## src/rtl/count_stream_decoder.sv

```systemverilog
// Observer for an up/down counter's output bus: classifies each sampled value against
// the previous one (step up/down, hold, jump), tracks direction lock and counts events.
module count_stream_decoder #(
  parameter int WIDTH     = 8,
  parameter int CNT_WIDTH = 8
) (
  input  logic                 clk,
  input  logic                 reset,
  input  logic                 sample_en,
  input  logic [WIDTH-1:0]     count,
  output logic                 step_up,
  output logic                 step_down,
  output logic                 hold,
  output logic                 jump,
  output logic [WIDTH-1:0]     jump_value,
  output logic                 wrap,
  output logic                 dir,
  output logic                 locked,
  output logic [CNT_WIDTH-1:0] dir_chg_cnt,
  output logic [CNT_WIDTH-1:0] jump_cnt
);

  typedef enum logic [1:0] {EMPTY, ACQ, UP, DOWN} state_t;

  localparam logic [WIDTH-1:0]     ONE      = WIDTH'(1);
  localparam logic [WIDTH-1:0]     ALL_ONES = '1;
  localparam logic [CNT_WIDTH-1:0] CNT_MAX  = '1;
  localparam logic [CNT_WIDTH-1:0] CNT_ONE  = CNT_WIDTH'(1);

  state_t           state;
  logic [WIDTH-1:0] prev;
  logic [WIDTH-1:0] delta;
  logic             is_hold;
  logic             is_up;
  logic             is_down;
  logic             is_jump;

  // With WIDTH=1 a delta of 1 is also all-ones; step_up takes priority.
  always_comb begin
    delta   = count - prev;
    is_hold = (delta == '0);
    is_up   = (delta == ONE);
    is_down = !is_up && (delta == ALL_ONES);
    is_jump = !is_hold && !is_up && !is_down;
  end

  // NOTE: sequential state uses non-blocking assignments so every register samples
  // pre-edge values; mixing in blocking assignments would create ordering races.
  always_ff @(posedge clk or negedge reset) begin
    if (!reset) begin
      state       <= EMPTY;
      prev        <= '0;
      step_up     <= 1'b0;
      step_down   <= 1'b0;
      hold        <= 1'b0;
      jump        <= 1'b0;
      wrap        <= 1'b0;
      jump_value  <= '0;
      dir         <= 1'b0;
      locked      <= 1'b0;
      dir_chg_cnt <= '0;
      jump_cnt    <= '0;
    end else begin
      // Pulses default low so they last exactly one cycle.
      step_up   <= 1'b0;
      step_down <= 1'b0;
      hold      <= 1'b0;
      jump      <= 1'b0;
      wrap      <= 1'b0;
      if (sample_en) begin
        prev <= count;
        if (state == EMPTY) begin
          state <= ACQ;
        end else begin
          step_up   <= is_up;
          step_down <= is_down;
          hold      <= is_hold;
          jump      <= is_jump;
          wrap      <= (is_up && prev == ALL_ONES) || (is_down && prev == '0);
          if (is_jump) begin
            jump_value <= count;
            if (jump_cnt != CNT_MAX) jump_cnt <= jump_cnt + CNT_ONE;
            state  <= ACQ;
            locked <= 1'b0;
          end else if (is_up) begin
            if (state == DOWN && dir_chg_cnt != CNT_MAX) dir_chg_cnt <= dir_chg_cnt + CNT_ONE;
            state  <= UP;
            locked <= 1'b1;
            dir    <= 1'b1;
          end else if (is_down) begin
            if (state == UP && dir_chg_cnt != CNT_MAX) dir_chg_cnt <= dir_chg_cnt + CNT_ONE;
            state  <= DOWN;
            locked <= 1'b1;
            dir    <= 1'b0;
          end
        end
      end
    end
  end

endmodule

```

## config.mk

```make
export PLATFORM = sky130hd
export DESIGN_NAME = count_stream_decoder
export DESIGN_NICKNAME = d
export VERILOG_FILES = /design/src/rtl/count_stream_decoder.sv
export SDC_FILE = /design/constraint.sdc
export NUM_CORES = 1
export LEC_CHECK = 0
export ABC_AREA = 1
export BUFFER_PORTS_ARGS = -buffer_cell sky130_fd_sc_hd__buf_2
export CORE_ASPECT_RATIO = 1.5
export CORE_UTILIZATION = 50
export CTS_BUF_LIST = sky130_fd_sc_hd__clkbuf_8
export DETAILED_ROUTE_END_ITERATION = 6
export HOLD_SLACK_MARGIN = 0.03
export PLACE_DENSITY = 0.72
export SLEW_MARGIN = 30
export SYNTH_ARGS = -nofsm -noshare
export SYNTH_HDL_FRONTEND = slang
export SYNTH_SLANG_ARGS = --single-unit
```

## constraint.sdc

```tcl
create_clock -name clk -period 3.4 [get_ports clk]
set_clock_uncertainty 0.2 [all_clocks]
set_input_delay 0.17 -clock clk [delete_from_list [all_inputs] [get_ports clk]]
set_output_delay 0.17 -clock clk [all_outputs]
set_load 0.005 [all_outputs]
```

==> impl_metrics.tcl <==
set metrics [dict create \
    hold_class "primary input to async pin" \
    endpoint_kind "register" \
    firstDrtPassIters 4 \
    seq_area_frac_synth_pct 41.7 \
    dp_cells 413 \
    final_cells 431 \
    dieArea_um2 5220 \
    ir_drop_mv 0.323 \
    grt_max_degree 42 \
    insertion_delay_ns 0.31 \
    portBuffers 41 \
    status "completed" \
    max_freq_ghz 0.350 \
    antenna_left 0 \
    cp.required_ns 3.45 \
    wl_per_cell_um 13.0 \
    path_buf_inv 5 \
    clk_pin_slew_ns 0.09 \
    drv_cap 0 \
    synthFlopType "dfrtp_1" \
    slowest_stage "dlygate4sd3_1" \
    synth_area_leader_cell "dfrtp_1" \
    gp_congestion 0.864 \
    finish.net_count 388 \
    p_int_mw 0.969 \
    fin_util_pct 64.3 \
    rows 30 \
    period_needed_ns 2.85 \
    viasPerCell 5.11 \
    core_um2 4620 \
    finalMaxSlewViolations 0 \
    yosysWarnings 0 \
    cts_made_buffers 5 \
    synthCells 311 \
    cts_tree "done" \
    netlist_area_um2 2460 \
    initial_core_util_pct 53.3 \
    powerDensity_nw_per_um2 476 \
    htreeDepth 2 \
    power.leakage_nw 1.64 \
    initialDrtViolationCount 169 \
    swShare_pct 31.4 \
    ys_seq_elements 41 \
    seqPwrFrac_pct 41.2 \
    ys_async_sr_fraction_pct 100 \
    synth-edff-count 0 \
    cp_top_family "simple AND/OR/NAND/NOR gates" \
    drt-total-wl_mm 5.62 \
    synth_top_area_share_pct 41.7 \
    syn_to_final_growth_pct 20.6 \
    p_switching_mw 0.444 \
    numClockSinks 41 \
    ys_types 31 \
    antenna_found_initial 0 \
    place_hpwl_mm 4.21 \
    rsz0062_at_grt "no" \
    grt_pass1_vias 2183 \
    finalHoldViolCount 0 \
    yosysMostFrequentCell "nand2_1" \
    fin_setup_tns_ns 0 \
    worstPathCellList "dlygate4sd3_1 -> buf_2 -> inv_1 -> ha_1 -> inv_1 -> fa_1 -> xnor2_1 -> nor3_1 -> nand3_1 -> nor2_1 -> nand3_2 -> nand2_4 -> inv_2 -> nor2_4 -> nand3_1 -> nand2_1" \
    cts_buffer_depth 2 \
    fp.dieW_um 59.3 \
    post_cts_resized 0 \
    power_frac_clock_pct 34.5 \
    vias 2201 \
    worst_pin_slew_ns 0.516 \
    path_class "primary input to register" \
    synth_commonest_cells "nand2_1 (106), dfrtp_1 (41), inv_1 (33), nand3_1 (30), nand4_1 (15)" \
    cpPeakStageDelay_ns 0.53 \
    die_y_um 87.9 \
    arrival_ns 2.91 \
    share_comb_of_total_power_pct 24.3 \
    drc 0 \
    grt_overflow_total 0 \
    grt_pass1_wl_mm 9.52 \
    io_pins 42 \
    period_share_pct 84.0 \
    grtUsageTotal_pct 24.3 \
    slew-limit-headroom_pct 65.6 \
    start_kind "primary input" \
    syn_nets 333 \
    setup_viol 0 \
    drive_above_1_share_pct 19.1 \
    syn_avg_cell_area_um2 7.92 \
    worstPathMaxFanout 8 \
    synth_area_leaders "dfrtp_1 (42%), nand2_1 (16%), nand3_1 (6.1%), ha_1 (5.1%), inv_1 (5.0%)" \
    diodes 0 \
    cts_root_buf "clkbuf_8" \
]
registers in the layout, summed over array words and instances, names as in the netlist:
name / flops
dir: 1
dir_chg_cnt: 8
hold: 1
jump: 1
jump_cnt: 8
jump_value: 8
locked: 1
prev: 8
state: 2
step_down: 1
step_up: 1
wrap: 1
metal layers:
metal	track usage [%]	wire (um)	vias to the layer above	share of wire, %
met3	4.58	139	15	2.5
met2	43.5	3030	48	54
li1	-	-	1126	-
met5	0	0	-	0
met4	12.6	194	0	3.5
met1	26.6	2260	1012	40
power groups by stage:
stage / logic (mW) / clock network, mW / registers, mW
6_report: 0.343 / 0.488 / 0.582
5_1_grt: 0.392 / 0.514 / 0.589
4_1_cts: 0.344 / 0.493 / 0.581
3_5_place_dp: 0.335 / 0 / 0.590
3_3_place_gp: 0.327 / 0 / 0.591
2_1_floorplan: 0.227 / 0 / 0.589
final cells by class:
| cell class | count | area (um2) |
|---|---|---|
| clock buffers | 5 | 68.8 |
| inverters | 35 | 134 |
| multi-input cells | 231 | 1280 |
| clock inverters | 3 | 68.8 |
| fillers | 422 | 1650 |
| flip-flops and latches | 41 | 1030 |
| repair buffers | 52 | 315 |
| well taps | 64 | 80.1 |
through the flow:
stage / hold slack (ns) / power [mW] / worst slack (ns) / area [um2]
6_report: 0.173 / 1.41 / 0.546 / 2970
3_3_place_gp: 0.141 / 0.918 / 0.769 / 2730
2_1_floorplan: -0.326 / 0.816 / 1.01 / 2460
5_1_grt: 0.244 / 1.49 / 0.332 / 2970
3_5_place_dp: 0.150 / 0.925 / 0.757 / 2730
4_1_cts: 0.285 / 1.42 / 0.516 / 2970
placed cells by master (no fill, tap or decap), types with 3 or more instances in the layout:
master,n
nand2_1,106
dfrtp_1,41
buf_2,40
inv_1,33
nand3_1,30
nand4_1,15
nor2_1,12
xor2_1,10
ha_1,10
dlygate4sd3_1,10
o21ai_0,8
a21oi_1,6
nand3_2,5
clkbuf_8,5
xnor2_1,4
nor3_1,4
nand2_2,3
nor2_4,3
o21ai_1,3
final timing paths:
| check | from | end | slack [ns] | cells after the start |
|---|---|---|---|---|
| max | count[0] | dir_chg_cnt[7] | 0.55 | 16 |
| min | reset | hold | 0.17 | 2 |
| max reg2reg | prev[0] | dir_chg_cnt[7] | 0.72 | 13 |
| min reg2reg | jump_value[3] | jump_value[3] | 0.29 | 2 |
| max in group asynchronous | reset | prev[1] | 2.47 | 2 |
| min in group clk | jump_value[3] | jump_value[3] | 0.29 | 2 |
logic make-up (layout without fill, tap and decap cells):
| kind of cell | after synthesis | in the layout | synth area share (%) |
|---|---|---|---|
| AND/OR/NAND/NOR | 187 | 187 | 36.6 |
| adder cells (fa/ha/maj) | 11 | 11 | 5.89 |
| buffers and inverters | 39 | 95 | 6.45 |
| AO/OA/AOI/OAI | 19 | 19 | 4.42 |
| flip-flops | 41 | 41 | 41.7 |
| XOR/XNOR | 14 | 14 | 4.98 |
timing repair:
action / in CTS / in global routing
endpoints found under the hold margin: 57 / 0
hold buffers: 10 / 0
endpoints found under the setup margin: 0 / 0
setup buffers: 0 / 0
No activity file was read; power rests on OpenSTA's default activity.
